### src/rtl/qosc_monitor.sv
// rtl/qosc_monitor.sv - receive-side checker for the quadrature oscillator sample stream
// Optional feature macro: QOSC_MON_POWER_ERR_EN (builds the power - target_power subtractor)
// Accepts one (re, im) sample per handshake, squares both parts bit-serially into
// power = re^2 + im^2, tracks the phasor quadrant and measures samples per revolution.
module qosc_monitor #(
  parameter int W      = 8,
  parameter int PCNT_W = 16
) (
  input  logic              clk,
  input  logic              rst,
  input  logic              s_valid,
  output logic              s_ready,
  input  logic [W-1:0]      s_re,
  input  logic [W-1:0]      s_im,
  input  logic [2*W-1:0]    target_power,
  output logic [2*W-1:0]    power,
  output logic              power_valid,
  output logic [1:0]        quadrant,
  output logic [PCNT_W-1:0] period,
  output logic              period_valid,
  output logic              dir,
  output logic              err_skip,
  output logic              err_ovf,
  output logic [2*W:0]      power_err
);

  localparam int BC_W = (W > 1) ? $clog2(W) : 1;
  localparam logic [BC_W-1:0]   BIT_LAST = BC_W'(W - 1);
  localparam logic [PCNT_W-1:0] CNT_MAX  = '1;

  typedef enum logic [1:0] {
    S_IDLE  = 2'd0,
    S_SQ_RE = 2'd1,
    S_SQ_IM = 2'd2,
    S_DONE  = 2'd3
  } state_t;

  state_t r_state;
  state_t w_state_next;

  // squarer datapath
  logic [2*W-1:0] r_acc;
  logic [2*W-1:0] r_mcand;
  logic [W-1:0]   r_mplier;
  logic [W-1:0]   r_im_abs;
  logic [BC_W-1:0] r_bitcnt;
  logic [2*W-1:0] r_power;

  // quadrant / revolution tracking
  logic [1:0]        r_quadrant;
  logic [PCNT_W-1:0] r_count;
  logic              r_armed;
  logic [PCNT_W-1:0] r_period;
  logic              r_period_valid;
  logic              r_dir;
  logic              r_err_skip;
  logic              r_err_ovf;

  logic              w_transfer;
  logic              w_bit_last;
  logic [W-1:0]      w_re_abs;
  logic [W-1:0]      w_im_abs;
  logic [2*W-1:0]    w_acc_next;
  logic [1:0]        w_quad;
  logic              w_bnd_ccw;
  logic              w_bnd_cw;
  logic              w_skip;
  logic [PCNT_W-1:0] w_count_inc;
  logic              w_count_sat;

  // magnitude of a signed sample; the most negative value maps onto 2^(W-1) unsigned
  assign w_re_abs = s_re[W-1] ? (~s_re + 1'b1) : s_re;
  assign w_im_abs = s_im[W-1] ? (~s_im + 1'b1) : s_im;

  assign w_transfer = s_valid && s_ready;
  assign w_bit_last = (r_bitcnt == BIT_LAST);
  assign w_acc_next = r_acc + (r_mplier[0] ? r_mcand : '0);

  // quadrant code: {im negative, re and im signs differ}
  assign w_quad      = {s_im[W-1], s_im[W-1] ^ s_re[W-1]};
  assign w_bnd_ccw   = (r_quadrant == 2'd3) && (w_quad == 2'd0);
  assign w_bnd_cw    = (r_quadrant == 2'd0) && (w_quad == 2'd3);
  assign w_skip      = ((r_quadrant ^ w_quad) == 2'b10);
  assign w_count_inc = r_count + PCNT_W'(1);
  assign w_count_sat = (r_count == CNT_MAX);

  // state register
  always_ff @(posedge clk) begin
    if (rst) begin
      r_state <= S_IDLE;
    end else begin
      r_state <= w_state_next;
    end
  end

  // next state and handshake/strobe outputs; DONE also accepts the next sample
  always_comb begin
    w_state_next = r_state;
    s_ready      = 1'b0;
    power_valid  = 1'b0;
    case (r_state)
      S_IDLE: begin
        s_ready = 1'b1;
        if (s_valid) begin
          w_state_next = S_SQ_RE;
        end
      end
      S_SQ_RE: begin
        if (w_bit_last) begin
          w_state_next = S_SQ_IM;
        end
      end
      S_SQ_IM: begin
        if (w_bit_last) begin
          w_state_next = S_DONE;
        end
      end
      S_DONE: begin
        s_ready     = 1'b1;
        power_valid = 1'b1;
        w_state_next = s_valid ? S_SQ_RE : S_IDLE;
      end
      default: begin
        w_state_next = S_IDLE;
      end
    endcase
  end

  // shift-add squarer: one multiplier bit per cycle, LSB first, re^2 then im^2 into one accumulator
  always_ff @(posedge clk) begin
    if (rst) begin
      r_acc    <= '0;
      r_mcand  <= '0;
      r_mplier <= '0;
      r_im_abs <= '0;
      r_bitcnt <= '0;
      r_power  <= '0;
    end else if (w_transfer) begin
      r_acc    <= '0;
      r_mcand  <= {{W{1'b0}}, w_re_abs};
      r_mplier <= w_re_abs;
      r_im_abs <= w_im_abs;
      r_bitcnt <= '0;
    end else if (r_state == S_SQ_RE || r_state == S_SQ_IM) begin
      r_acc <= w_acc_next;
      if (w_bit_last) begin
        r_bitcnt <= '0;
        r_mcand  <= {{W{1'b0}}, r_im_abs};
        r_mplier <= r_im_abs;
        if (r_state == S_SQ_IM) begin
          r_power <= w_acc_next;
        end
      end else begin
        r_bitcnt <= r_bitcnt + BC_W'(1);
        r_mcand  <= r_mcand << 1;
        r_mplier <= r_mplier >> 1;
      end
    end
  end

  // quadrant, skip detection and revolution period measurement at each transfer
  always_ff @(posedge clk) begin
    if (rst) begin
      r_quadrant     <= 2'd0;
      r_count        <= '0;
      r_armed        <= 1'b0;
      r_period       <= '0;
      r_period_valid <= 1'b0;
      r_dir          <= 1'b0;
      r_err_skip     <= 1'b0;
      r_err_ovf      <= 1'b0;
    end else begin
      r_period_valid <= 1'b0;
      if (w_transfer) begin
        r_quadrant <= w_quad;
        if (w_skip) begin
          r_err_skip <= 1'b1;
        end
        if (w_bnd_ccw || w_bnd_cw) begin
          r_count <= '0;
          r_armed <= 1'b1;
          if (r_armed) begin
            // the boundary sample itself belongs to the revolution it closes
            r_period       <= w_count_sat ? CNT_MAX : w_count_inc;
            r_period_valid <= 1'b1;
            r_dir          <= w_bnd_cw;
          end
        end else if (!w_count_sat) begin
          r_count <= w_count_inc;
          if (w_count_inc == CNT_MAX) begin
            r_err_ovf <= 1'b1;
          end
        end
      end
    end
  end

`ifdef QOSC_MON_POWER_ERR_EN
  logic [2*W:0] r_power_err;

  // signed deviation from the expected power, loaded alongside power
  always_ff @(posedge clk) begin
    if (rst) begin
      r_power_err <= '0;
    end else if (r_state == S_SQ_IM && w_bit_last) begin
      r_power_err <= {1'b0, w_acc_next} - {1'b0, target_power};
    end
  end

  assign power_err = r_power_err;
`else
  logic w_unused_target;

  assign w_unused_target = ^target_power;
  assign power_err       = '0;
`endif

  assign power        = r_power;
  assign quadrant     = r_quadrant;
  assign period       = r_period;
  assign period_valid = r_period_valid;
  assign dir          = r_dir;
  assign err_skip     = r_err_skip;
  assign err_ovf      = r_err_ovf;

endmodule
### config.mk
export PLATFORM = sky130hd
export DESIGN_NAME = qosc_monitor
export DESIGN_NICKNAME = d
export VERILOG_FILES = /design/src/rtl/qosc_monitor.sv
export SDC_FILE = /design/constraint.sdc
export NUM_CORES = 1
export LEC_CHECK = 0
export ABC_AREA = 1
export CAP_MARGIN = 10
export CORE_MARGIN = 10
export CORE_UTILIZATION = 59
export CTS_CLUSTER_SIZE = 28
export DETAILED_ROUTE_END_ITERATION = 8
export MAX_ROUTING_LAYER = met4
export PLACE_DENSITY_LB_ADDON = 0.08
export SYNTH_ARGS = -nofsm -noshare
export SYNTH_HDL_FRONTEND = slang
export SYNTH_SLANG_ARGS = --single-unit
### constraint.sdc
create_clock -name clk -period 6.9 [get_ports clk]
set_input_delay 0.69 -clock clk [delete_from_list [all_inputs] [get_ports clk]]
set_output_delay 0.69 -clock clk [all_outputs]
set_load 0.1 [all_outputs]
==> impl_metrics.env <==
export IMPL_synth_distinct_cells=46
export IMPL_cp_end_kind="output port"
export IMPL_nets=982
export IMPL_hold_path_class="flip-flop to flip-flop"
export IMPL_drv_slew=0
export IMPL_place_area_um2=6560
export IMPL_cts_tree="done"
export IMPL_mostFrequentLayoutCells="195 x nand2_1, 119 x inv_1, 110 x nor2_1"
export IMPL_ys_ff_latch=108
export IMPL_yosysWarnings=0
export IMPL_drc=0
export IMPL_globalplace_congestion=0.924
export IMPL_dieArea_um2=14600
export IMPL_place_port_buffers=58
export IMPL_final_common_cell="nand2_1"
export IMPL_fp_coreArea_um2=9860
export IMPL_crit_path_start="r_state[0]"
export IMPL_die_x_um=121
export IMPL_grtUsageTotal_pct=21.0
export IMPL_dp_cells=1040
export IMPL_synth_top_flop_cell="dfxtp_1"
export IMPL_setup_violations=0
export IMPL_postSynthCellCount=876
export IMPL_setup_tns_ps=0
export IMPL_startpoint_type="flip-flop"
export IMPL_worstSkewPairLatency_ps=400
export IMPL_p_per_area_nw_per_um2=278
export IMPL_rows=36
export IMPL_dp_final_hpwl_um=11000
export IMPL_yosysTopAreaCell="dfxtp_1"
export IMPL_die_height_um=121
export IMPL_via_per_inst=5.36
export IMPL_crit_required_ps=6210
export IMPL_drv_cap=0
export IMPL_grt_use_met2_pct=32.0
export IMPL_dr_pass1_iters=5
export IMPL_cts_root_buf="clkbuf_8"
export IMPL_use_met3_pct=5.03
export IMPL_clock_sinks=108
export IMPL_clock_fmax_ghz=0.272
export IMPL_syn_area_per_cell_um2=6.86
export IMPL_fin_area_um2=6780
export IMPL_ys_seq_area_share_pct=36.0
export IMPL_maxSlewHeadroom_pct=24.9
export IMPL_path_max_fanout=32
export IMPL_grtUsageMet1_pct=27.0
export IMPL_synth_async_sr_flop_share_pct=0
export IMPL_yosysTopAreaCellShare_pct=36.0
export IMPL_criticalPathCategory="flip-flop to output port"
export IMPL_drtIter0Drc=408
export IMPL_grt_pass1_wl_um=24700
export IMPL_ir_drop_mv=0.441
export IMPL_ant_nets=0
export IMPL_htreeDepth=3
export IMPL_clock_skew_ps=12.3
export IMPL_start_util_pct=60.9
export IMPL_rsz0062_at_grt="false"
export IMPL_drt_total_wl_um=14700
export IMPL_drive_above_1_share_pct=5.31
export IMPL_post_route_period_util_pct=53.2
export IMPL_ctsResizeCount=0
export IMPL_stdcell_count=1056
export IMPL_critPathArrivalTime_ps=2980
export IMPL_syn_area_um2=6010
export IMPL_diodes=0
export IMPL_top_usage_layer="met2"
export IMPL_leakagePower_uw=0.00311
export IMPL_run_status="complete, no violations"
export IMPL_antenna_found_initial=0
export IMPL_final_hold_viol_count=0
export IMPL_worstMarginPinSlew_ps=1130
export IMPL_pin_count=92
export IMPL_fin_crit_ps=3670
export IMPL_rr_startpoint="r_state[0]"
export IMPL_cts_buffers_inserted=9
export IMPL_synthTopCellsByArea="dfxtp_1 36%, nand2_1 12%, inv_1 7.4%, nor2_1 6.9%, ha_1 5.8%"
export IMPL_area_growth_pct=12.9
export IMPL_grt_pass1_vias=5231
export IMPL_clkTransAtPathRegs_ps=100
export IMPL_post_cts_setup_buffer_count=0
export IMPL_synth_edf_count=0
export IMPL_grt_max_degree=52
export IMPL_clockBufferDepth=2
export IMPL_dr_total_vias=5662
export IMPL_cts_hold_buf=0
export IMPL_gr_total_overflow=0
export IMPL_n_fill_cell=902
export IMPL_hp_start="err_skip"
export IMPL_wl_per_cell_um=13.9
-- critical path, cell delays in order, from the launching register on --
cell,delay [ps]
dfxtp_1,400
inv_1,120
ha_1,300
buf_4,250
inv_2,310
clkdlybuf4s50_1,1210
-- state kept, by name, indices dropped and copies added, names as in the netlist, 2 cells and up --
signal	cells
quadrant	2
r_count	16
period	16
r_acc	16
r_mcand	16
power	16
r_state	2
r_bitcnt	3
r_im_abs	8
r_mplier	8
-- report_power, final --
group | internal (µW) | switching (µW) | total [µW]
registers | 710 | 62.5 | 773
clock network | 199 | 220 | 419
logic | 196 | 500 | 696
total | 1110 | 782 | 1890
-- path summary, 6_finish.rpt --
| check | to | slack, ps | cells after the start |
|---|---|---|---|
| worst max-delay path | s_ready | 3230 | 5 |
| worst min-delay path | err_skip | 460 | 2 |
| worst max register to register | power[6] | 4190 | 8 |
| worst min register to register | err_skip | 460 | 2 |
-- Yosys cell counts (5+ instances only) --
library cell / n
xor2_1: 5
ha_1: 28
nand3_1: 59
clkbuf_1: 14
or2_2: 5
o21ai_0: 36
nor2_2: 7
buf_4: 19
nand2_1: 195
inv_2: 6
nor3_1: 8
a21oi_1: 68
nor2_1: 110
xnor2_1: 7
o221ai_1: 9
nand3b_1: 6
buf_2: 8
inv_1: 119
o22ai_1: 6
dfxtp_1: 108
a41oi_1: 5
-- stage by stage --
stage	power (µW)	util (%)	hold slack, ps	setup WS, ps
finish	1890	68.8	456	3230
detailed placement	1470	66.5	443	3660
global route	2020	68.8	480	3040
global placement	1450	66.5	437	3720
CTS	1890	68.8	459	3200
floorplan	1330	-	423	4190
-- layer usage --
| layer | up-vias | share of wire, % |
|---|---|---|
| met3 | 17 | 7.6 |
| met4 | 0 | 1.6 |
| met1 | 2603 | 47 |
| met2 | 166 | 44 |
| met5 | - | 0 |
| li1 | 2876 | - |
-- area by class of cell --
type                       count  area (µm²)  area share (%)
multi-input combinational    613        3170            46.8
sequential                   108        2160            31.9
timing repair buffer          59         583            8.59
inverter                     127         479            7.06
tap                          133         166            2.45
clock buffer                  12         165            2.43
clock inverter                 4        55.1           0.812
-- logic make-up after synthesis --
kind of cell | share of synthesized area [%]
buf+inv | 12.2
xor+xnor | 1.75
other cells | 0.0624
compound gates | 15.0
flops | 36.0
simple gates | 28.8
fa+ha+maj | 6.16
Note: power is estimated with default switching activity, not from simulation.
